File: src/rtl/i2c_target_rx_pkg.sv
// Shared types and constants for the I2C write-only target receiver.
package i2c_target_rx_pkg;

    typedef enum logic [2:0] {
        IDLE,
        ADDR,
        ADDR_ACK,
        DATA,
        DATA_ACK,
        IGNORE
    } state_t;

    // Audio codec 7-bit bus address.
    localparam logic [6:0] CODEC_ADDR = 7'h1A;
    localparam int unsigned BYTE_BITS = 8;
    localparam logic [2:0] LAST_BIT   = 3'(BYTE_BITS - 1);
    localparam logic [1:0] IDX_MAX    = 2'd3;
    localparam logic       ACK_DRIVE  = 1'b1;

    function automatic logic [1:0] idx_inc_sat(input logic [1:0] idx);
        return (idx == IDX_MAX) ? idx : idx + 2'd1;
    endfunction

endpackage

File: src/rtl/i2c_sync_edge.sv
// Two-flop synchronizer for one raw bus line, with qualified rise/fall strobes.
module i2c_sync_edge (
    input  logic Clk,
    input  logic Reset,
    input  logic line,
    output logic sync,
    output logic rise,
    output logic fall
);

    logic sync_p0, sync_p1, prev_p2;
    logic vld_p0, vld_p1, vld_p2;

    // Edges are suppressed until the previous-cycle copy holds a real sample,
    // so the forced-idle reset values never look like bus transitions.
    always_ff @(posedge Clk) begin
        if (!Reset) begin
            sync_p0 <= 1'b1;
            sync_p1 <= 1'b1;
            prev_p2 <= 1'b1;
            vld_p0  <= 1'b0;
            vld_p1  <= 1'b0;
            vld_p2  <= 1'b0;
        end else begin
            sync_p0 <= line;
            sync_p1 <= sync_p0;
            prev_p2 <= sync_p1;
            vld_p0  <= 1'b1;
            vld_p1  <= vld_p0;
            vld_p2  <= vld_p1;
        end
    end

    assign sync = sync_p1;
    assign rise = vld_p2 & sync_p1 & ~prev_p2;
    assign fall = vld_p2 & ~sync_p1 & prev_p2;

endmodule

File: src/rtl/i2c_target_rx.sv
// I2C write-only target: matches its address, ACKs every byte, and reports
// received data bytes with their position in the frame.
module i2c_target_rx
    import i2c_target_rx_pkg::*;
#(
    parameter logic [6:0] TARGET_ADDR = CODEC_ADDR
) (
    input  logic       Clk,
    input  logic       Reset,
    input  logic       I2C_SCLK,
    input  logic       I2C_SDAT_IN,
    output logic       SDAT_PULL_LOW,
    output logic [7:0] rx_data,
    output logic       rx_valid,
    output logic [1:0] rx_index,
    output logic       addr_match,
    output logic       frame_done,
    output logic       busy
);

    logic scl_s, scl_rise, scl_fall;
    logic sda_s, sda_rise, sda_fall;

    i2c_sync_edge u_scl (
        .Clk   (Clk),
        .Reset (Reset),
        .line  (I2C_SCLK),
        .sync  (scl_s),
        .rise  (scl_rise),
        .fall  (scl_fall)
    );

    i2c_sync_edge u_sda (
        .Clk   (Clk),
        .Reset (Reset),
        .line  (I2C_SDAT_IN),
        .sync  (sda_s),
        .rise  (sda_rise),
        .fall  (sda_fall)
    );

    logic       start_det, stop_det;
    logic [7:0] byte_in;

    assign start_det = sda_fall & scl_s;
    assign stop_det  = sda_rise & scl_s;

    state_t     state;
    logic [2:0] bit_cnt;
    logic [6:0] shift_reg;
    logic [1:0] idx_cnt;
    logic       ack_on;
    logic       data_acked;

    assign byte_in = {shift_reg, sda_s};

    always_ff @(posedge Clk) begin
        if (!Reset) begin
            state         <= IDLE;
            bit_cnt       <= '0;
            shift_reg     <= '0;
            idx_cnt       <= '0;
            ack_on        <= 1'b0;
            data_acked    <= 1'b0;
            SDAT_PULL_LOW <= 1'b0;
            rx_data       <= '0;
            rx_valid      <= 1'b0;
            rx_index      <= '0;
            addr_match    <= 1'b0;
            frame_done    <= 1'b0;
            busy          <= 1'b0;
        end else begin
            rx_valid   <= 1'b0;
            frame_done <= 1'b0;
            if (stop_det) begin
                state         <= IDLE;
                SDAT_PULL_LOW <= 1'b0;
                ack_on        <= 1'b0;
                busy          <= 1'b0;
                addr_match    <= 1'b0;
                frame_done    <= data_acked;
                data_acked    <= 1'b0;
            end else if (start_det) begin
                // A repeated START keeps the byte position running.
                if (state == IDLE) begin
                    idx_cnt    <= '0;
                    data_acked <= 1'b0;
                end
                state         <= ADDR;
                bit_cnt       <= '0;
                SDAT_PULL_LOW <= 1'b0;
                ack_on        <= 1'b0;
                busy          <= 1'b1;
                addr_match    <= 1'b0;
            end else begin
                case (state)
                    ADDR: begin
                        if (scl_rise) begin
                            shift_reg <= byte_in[6:0];
                            bit_cnt   <= bit_cnt + 3'd1;
                            if (bit_cnt == LAST_BIT) begin
                                state <= (byte_in[7:1] == TARGET_ADDR && !byte_in[0])
                                         ? ADDR_ACK : IGNORE;
                            end
                        end
                    end
                    DATA: begin
                        if (scl_rise) begin
                            shift_reg <= byte_in[6:0];
                            bit_cnt   <= bit_cnt + 3'd1;
                            if (bit_cnt == LAST_BIT) begin
                                rx_data  <= byte_in;
                                rx_index <= idx_cnt;
                                rx_valid <= 1'b1;
                                state    <= DATA_ACK;
                            end
                        end
                    end
                    ADDR_ACK, DATA_ACK: begin
                        // First falling edge opens the ACK slot, the next one closes it.
                        if (scl_fall) begin
                            if (!ack_on) begin
                                SDAT_PULL_LOW <= ACK_DRIVE;
                                ack_on        <= 1'b1;
                                if (state == ADDR_ACK) addr_match <= 1'b1;
                            end else begin
                                SDAT_PULL_LOW <= ~ACK_DRIVE;
                                ack_on        <= 1'b0;
                                bit_cnt       <= '0;
                                state         <= DATA;
                                if (state == DATA_ACK) begin
                                    data_acked <= 1'b1;
                                    idx_cnt    <= idx_inc_sat(idx_cnt);
                                end
                            end
                        end
                    end
                    default: ;
                endcase
            end
        end
    end

endmodule

File: config.mk
export PLATFORM = sky130hd
export DESIGN_NAME = i2c_target_rx
export DESIGN_NICKNAME = d
export VERILOG_FILES = /design/src/rtl/i2c_target_rx_pkg.sv /design/src/rtl/i2c_sync_edge.sv /design/src/rtl/i2c_target_rx.sv
export SDC_FILE = /design/constraint.sdc
export NUM_CORES = 1
export LEC_CHECK = 0
export ABC_AREA = 0
export BUFFER_PORTS_ARGS = -buffer_cell sky130_fd_sc_hd__clkbuf_2
export CORE_MARGIN = 4
export CORE_UTILIZATION = 60
export DETAILED_ROUTE_END_ITERATION = 6
export GPL_ROUTABILITY_DRIVEN = 0
export GPL_TIMING_DRIVEN = 0
export HOLD_SLACK_MARGIN = 0.08
export PLACE_DENSITY = 0.92
export SLEW_MARGIN = 20
export SYNTH_ARGS = -nofsm -noshare
export SYNTH_HDL_FRONTEND = slang
export SYNTH_SLANG_ARGS = --single-unit
File: constraint.sdc
create_clock -name Clk -period 2.7 [get_ports Clk]
set_input_delay 0.54 -clock Clk [delete_from_list [all_inputs] [get_ports Clk]]
set_output_delay 0.54 -clock Clk [all_outputs]
set_load 0.03 [all_outputs]
==> impl_summary.log, run 1 <==
INFO  metric finalInstanceArea = 1894 um2
INFO  metric final_min_period_over_clock_period = 65.92%
INFO  metric num_antenna_cells = 0
INFO  metric r2r.worst_path.cells = 7
INFO  metric wirelength = 3.272 mm
INFO  metric global_route.usage.total = 19.76%
INFO  metric detail_route.iter0.violations = 44
INFO  metric data_arrival_time_of_the_critical_path = 2040 ps
INFO  metric die-area = 3714 um2
INFO  metric die_width = 60.94 um
INFO  metric slew_viol_final = 0
INFO  metric critPathLaunchType = flop
INFO  metric num_io_pins = 19
INFO  metric postSynthCellCount = 168
INFO  metric max_slew.worst_pin.slew = 601.9 ps
INFO  metric post_cts_resized = 0
INFO  metric clockRootBuffer = clkbuf_4
INFO  metric r2r_start = bit_cnt[0]
INFO  metric clock.fmax = 561.8 MHz
INFO  metric critical_path_peak_fanout = 10
INFO  metric flow.area_growth_from_synthesis = 12.65%
INFO  metric hold-path-cell-count = 2
INFO  metric mostFrequentLayoutCell = dfxtp_1
INFO  metric placedInstanceArea = 1809 um2
INFO  metric total_nets_after_synthesis = 175
INFO  metric grt_remaining_overflow = 0
INFO  metric synthesis.area = 1682 um2
INFO  metric wire_length_of_the_first_global_routing_pass = 5.319 mm
INFO  metric cts.path.max_buffers = 2
INFO  metric cts_made_buffers = 5
INFO  metric drtAntennaViolNets = 0
INFO  metric critical_path_class = flop to flop
INFO  metric synth.avg_cell_area = 10.01 um2
INFO  metric cts_sinks = 40
INFO  metric hold-path-endpoint = u_scl.sync_p0
INFO  metric clock_pin_transition_on_the_worst_setup_and_hold_timing_paths = 130 ps
INFO  metric finalNetCount = 200
INFO  metric yosys.cell_types.count = 40
INFO  metric top_cell_type_by_total_area_after_synthesis = dfxtp_1
INFO  metric finalWorstPathRequiredPeriod = 1780 ps
INFO  metric maximum_number_of_pins_on_one_net_before_global_route_repair = 15
INFO  metric post-synth-top-area-fraction = 47.62%
INFO  metric initial_utilization = 65.50%
INFO  metric io_buffers = 18
INFO  metric die_h = 60.94 um
INFO  metric cts_tree = built
INFO  metric worst-endpoint-required = 2960 ps
INFO  metric largest_register_ff_count = 8
INFO  metric setup.worst_path.end_class = flop
INFO  metric htree_num_levels = 2
INFO  metric run_status = finished, final reports clean
INFO  metric row_count = 18
INFO  metric fp.coreArea = 2567 um2
INFO  metric hpwlAfterDp = 2.385 mm
INFO  metric drv.max_cap_violation_count = 0
INFO  metric drive_gt1_share = 18.04%
INFO  metric most-common-layout-cells = 40 x dfxtp_1, 21 x mux2i_1, 18 x clkbuf_2
INFO  metric r2r_setup_slack = 920 ps
INFO  metric cts_post_setup_buffers_inserted = 0
INFO  metric worst_slew_margin_rel = 59.57%
INFO  metric yosys_warnings = 0
INFO  metric grt_setup_unrepaired = false
INFO  metric vias_per_cell = 5.710
INFO  metric pwr_density_cell = 543.9 nW/um2
INFO  metric worst_skew_pair.late_latency = 350 ps
INFO  metric ys_seq_area_share = 47.62%
INFO  metric cell_types_with_the_largest_area_share_after_synthesis = dfxtp_1 48%, mux2i_1 13%, nor2b_1 6.3%
INFO  metric firstDrtPassIters = 5
INFO  metric drc = 0
INFO  metric post_route_setup_tns = 0 ps
INFO  metric min-delay-start = I2C_SCLK
INFO  metric clock_skew = 13.24 ps
INFO  metric route.detailed.wl_per_inst = 14.61 um
INFO  metric setup_viol_count_final = 0
INFO  metric final_core_utilization = 73.78%
INFO  metric hold_class = primary input to flop
INFO  metric vdd_ir_drop_max = 0.4896 mV
INFO  metric r2r_end = rx_data[0]
INFO  metric final.fill_count = 197
INFO  metric whs = 357.7 ps
INFO  metric hold_viol_final = 0
INFO  metric number_of_global_route_vias_before_repair = 1252
INFO  metric grt_antenna_before_repair = 0
INFO  metric synth.ff_latch_count = 40
INFO  metric num_vias = 1279
INFO  metric leakagePower = 0.0006764 uW
INFO  metric cts.hold.buffers_added = 0
worst max-delay path, cell delays in order (launching register included):
cell and delay, ps:
dfxtp_1 380, ha_1 170, ha_1 160, nand4b_1 140
nor4_2 280, buf_4 280, mux2i_1 220, nor2b_1 70
worst max path at each step:
stage | startpoint | to | slack [ps] | depth (start not counted)
detailed placement | bit_cnt[0] | rx_data[0] | 920 | 7
global placement | bit_cnt[0] | rx_data[0] | 1030 | 7
floorplan | ack_on | bit_cnt[0] | 1090 | 4
CTS | bit_cnt[0] | rx_data[4] | 910 | 7
global route | bit_cnt[0] | rx_data[4] | 800 | 7
finish | bit_cnt[0] | rx_data[0] | 920 | 7
stage by stage:
| step | setup slack (ps) | power [uW] | cells |
|---|---|---|---|
| finish | 920.1 | 1030 | 224 |
| global route | 801.3 | 1065 | 224 |
| CTS | 912.9 | 1035 | 224 |
| detailed placement | 922.6 | 642.3 | 216 |
| global placement | 1030 | 640.4 | 216 |
| floorplan | 1095 | 632.8 | 168 |
kinds of logic (layout without fill, tap and decap cells):
group | after synthesis | in the layout | share of synthesized area, %
AOI/OAI and AO/OA | 17 | 17 | 6.474
DFF | 40 | 40 | 47.62
xor gates and xnor gates | 3 | 3 | 1.563
adders and majority gates | 3 | 3 | 2.232
and+or+nand+nor | 74 | 74 | 27.01
buffers and inverters | 10 | 36 | 2.604
muxes | 21 | 21 | 12.50
synthesized netlist by cell type (all sizes together):
cell,instances
a21o,1
a21oi,7
inv,3
a211oi,1
and2,4
buf,3
o21ai,1
ha,3
xnor2,2
nor2,9
nand3,4
nor3,2
a31oi,2
or3,3
o22ai,2
nand2,11
and3,1
nor4bb,1
o21a,1
nor4b,1
nand2b,9
and4b,1
nor4,3
nand3b,2
o21bai,1
nor2b,17
mux2i,21
or2,3
a221o,1
clkbuf,4
dfxtp,40
xor2,1
nand4b,3
area by class of cell:
| type | count | area, um2 | area share (%) |
|---|---|---|---|
| clock inverters | 3 | 47.55 | 2.510 |
| flip-flops and latches | 40 | 800.8 | 42.27 |
| clock buffers | 5 | 37.54 | 1.982 |
| repair buffers | 18 | 90.09 | 4.756 |
| plain buffers | 7 | 32.53 | 1.717 |
| well taps | 30 | 37.54 | 1.982 |
| inverters | 3 | 11.26 | 0.5945 |
| multi-input cells | 118 | 837.1 | 44.19 |
report_power, final:
| part | internal (uW) | total, uW | switching, uW |
|---|---|---|---|
| clock network | 198 | 401 | 203 |
| logic | 11.8 | 27.7 | 15.9 |
| registers | 596 | 602 | 5.39 |
| total | 806 | 1030 | 225 |
routing by layer:
layer	track usage (%)	wire length [um]	up-vias
met5	0	0	-
met2	34.81	1646	27
met4	9.288	48	0
met1	22.40	1433	612
met3	4.681	143	7
li1	-	-	633
(Power assumes the default switching activity.)
==> run 2: changes to the inputs <==
Settings changed: CORE_UTILIZATION 60 to 51, PLACE_DENSITY 0.92 to 0.84.
Clock period 2.7 ns to 1.54 ns, I/O delays scaled along.
==> run 2 against run 1 <==
  * The run now ends with setup timing left
  * Maximum frequency is 5.8% higher
  * Hold slack worse by 250 ps
  * Die area is 15% higher
==> impl_summary.log, run 2 (synthesis gave the netlist of run 1 again) <==
INFO  metric row_count = 20 (+2)
INFO  metric detail_route.iter0.violations = 54 (+23%)
INFO  metric power.share.switching = 22.53% (+0.74 points)
INFO  metric initial_utilization = 54.19% (-11 points)
INFO  metric die_width = 65.42 um (+7.4%)
INFO  metric vias_per_cell = 5.340 (-6.5%)
INFO  metric power.sequential.fraction = 57.9% (-0.5 points)
INFO  metric cpLargestDelayFamily = simple AND/OR/NAND/NOR gates
INFO  metric maximum_number_of_pins_on_one_net_before_global_route_repair = 15 (unchanged)
INFO  metric drtAntennaViolNets = 0 (unchanged)
INFO  metric run_status = complete, but fails checks
INFO  metric post-place-cells = 230 (+6.5%)
INFO  metric largest_register_ff_count = 8 (unchanged)
INFO  metric grt_setup_unrepaired = true
INFO  metric critical_path_class = flop to flop
INFO  metric worst-endpoint-required = 1840 ps (-1120 ps)
INFO  metric drc = 0 (unchanged)
INFO  metric slowest_stage = dfxtp_2
INFO  metric finalNetCount = 209 (+4.5%)
INFO  metric final_core_utilization = 67.54% (-6.2 points)
INFO  metric cts.hold.buffers_added = 0 (unchanged)
INFO  metric hold_class = primary input to flop
INFO  metric num_antenna_cells = 0 (unchanged)
INFO  metric setup_viol_count_final = 13 (+13)
INFO  metric clock_skew = 10.44 ps (-2.795 ps)
INFO  metric finalInstanceArea = 2096 um2 (+11%)
INFO  metric wire_length_of_the_first_global_routing_pass = 6.127 mm (+15%)
INFO  metric global_route.usage.total = 18.56% (-1.2 points)
INFO  metric whs = 108.9 ps (-248.9 ps)
INFO  metric drv.max_cap_violation_count = 0 (unchanged)
INFO  metric clockPowerShare = 39.2% (+0.3 points)
INFO  metric max_slew.worst_pin.slew = 378.4 ps (-223.5 ps)
INFO  metric number_of_global_route_vias_before_repair = 1331 (+6.3%)
INFO  metric worst_skew_pair.late_latency = 370 ps (+20 ps)
INFO  metric critPathLaunchType = flop
INFO  metric cellInternalPower = 1414 uW (+76%)
INFO  metric final_cells = 247 (+10%)
INFO  metric worstPathBufferInverterCount = 0 (-1)
INFO  metric grt_antenna_before_repair = 0 (unchanged)
INFO  metric final_min_period_over_clock_period = 109.3% (+43 points)
INFO  metric die_h = 65.42 um (+7.4%)
INFO  metric num_io_pins = 19 (unchanged)
INFO  metric cts_sinks = 40 (unchanged)
INFO  metric cts.path.max_buffers = 2 (unchanged)
INFO  metric violations_in_the_final_reports = setup timing
INFO  metric htree_num_levels = 2 (unchanged)
INFO  metric flow.area_growth_from_synthesis = 24.63%
INFO  metric clock.fmax = 594.3 MHz (+5.8%)
INFO  metric cts_tree = built
INFO  metric vdd_ir_drop_max = 0.7269 mV (+48%)
INFO  metric grt_remaining_overflow = 0 (unchanged)
INFO  metric slew_viol_final = 0 (unchanged)
INFO  metric fp.coreArea = 3103 um2 (+21%)
INFO  metric cts_made_buffers = 5 (unchanged)
INFO  metric finalWorstPathRequiredPeriod = 1683 ps (-97.32 ps)
INFO  metric mostFrequentLayoutCell = dfxtp_1
INFO  metric critical-path-top-cell-by-count = ha_4
INFO  metric placedInstanceArea = 1828 um2 (+1.0%)
INFO  metric power.net_switching = 411.2 uW (+83%)
INFO  metric route.detailed.wl_per_inst = 14.81 um (+1.4%)
INFO  metric drive_gt1_share = 30.05% (+12 points)
INFO  metric setup_slack = -142.6 ps (-1063 ps)
INFO  metric clockRootBuffer = clkbuf_4
INFO  metric critical_path_peak_fanout = 3 (-7)
INFO  metric pwr_density_cell = 871.0 nW/um2 (+60%)
INFO  metric clock_pin_transition_on_the_worst_setup_and_hold_timing_paths = 130 ps (about the same)
INFO  metric worst_slew_margin_rel = 74.77% (+15 points)
INFO  metric setup.worst_path.end_class = flop
INFO  metric io_buffers = 18 (unchanged)
INFO  metric layout.area.seq = 815.8 um2 (+1.9%)
INFO  metric firstDrtPassIters = 5 (unchanged)
INFO  metric final.fill_count = 243 (+23%)
INFO  metric num_vias = 1319 (+3.1%)
INFO  metric most-common-layout-cells = 30 x dfxtp_1, 21 x mux2i_1, 18 x clkbuf_2
INFO  metric multi_input_comb_area = 928.4 um2 (+11%)
INFO  metric power.share.combinational = 2.8% (about the same)
INFO  metric crit_path_max_incr_delay = 370 ps (about the same)
INFO  metric data_arrival_time_of_the_critical_path = 1980 ps (-60 ps)
INFO  metric hpwlAfterDp = 2.351 mm (-1.4%)
INFO  metric hold_viol_final = 0 (unchanged)
INFO  metric leakagePower = 0.0007262 uW (+7.4%)
INFO  metric wirelength = 3.658 mm (+12%)
INFO  metric die-area = 4280 um2 (+15%)
INFO  metric worstPathCellList = ha_4 > ha_4 > nand4b_1 > or2_1 > or3_1 > a31oi_1
run 2: through the flow:
stage | setup WS, ps | TNS [ps] | power [uW]
final | -142.6 | -1167 | 1825
after global routing | -217.6 | -2311 | 1896
after CTS | -106.7 | -893.4 | 1824
after detailed placement | -237.9 | -2921 | 1125
after global placement | -187.0 | -2121 | 1122
after floorplan | 20.77 | 0 | 1109
run 2: final timing paths:
path                    to           from  slack [ps]  cells past startpoint
max reg2reg       state[1]     bit_cnt[0]        -140                      6
max               state[1]     bit_cnt[0]        -140                      6
min reg2reg     u_scl.sync  u_scl.sync_p0         420                      1
min          u_sda.sync_p0    I2C_SDAT_IN         110                      2
run 2: power by group through the flow:
stage / clock network (uW) / logic (uW) / registers [uW]
finish: 716 / 51.9 / 1060
global route: 780 / 56.5 / 1060
global placement: 0 / 45.6 / 1080
detailed placement: 0 / 47.7 / 1080
floorplan: 0 / 33.9 / 1080
CTS: 721 / 48.8 / 1050
run 2: metal layers:
layer	global-route usage, %	vias up	part of all wire [%]
met1	22.54	636	45
met2	30.97	25	49
li1	-	649	-
met4	8.290	0	2.1
met3	4.444	9	3.7
met5	0	-	0
run 2: area by class of cell:
| cell class | count | area share, % |
|---|---|---|
| buffer | 7 | 1.731 |
| clock buffer | 5 | 1.791 |
| clock inverter | 3 | 2.209 |
| inverter | 3 | 0.5373 |
| multi-input combinational | 118 | 44.30 |
| sequential | 40 | 38.93 |
| tap | 44 | 2.627 |
| timing repair buffer | 27 | 7.881 |
run 2: what timing repair did:
item | CTS | global route
setup endpoints to repair | 22 | 24
resized for setup | 14 | 13
cloned | 1 | 0
setup buffers | 6 | 2
pin swaps | 5 | 3
run 2: worst reg2reg max path: stages (launching register included):
cell and delay, ps:
dfxtp_2 370, ha_4 140, ha_4 110, nand4b_1 180, or2_1 310, or3_1 320
a31oi_1 180
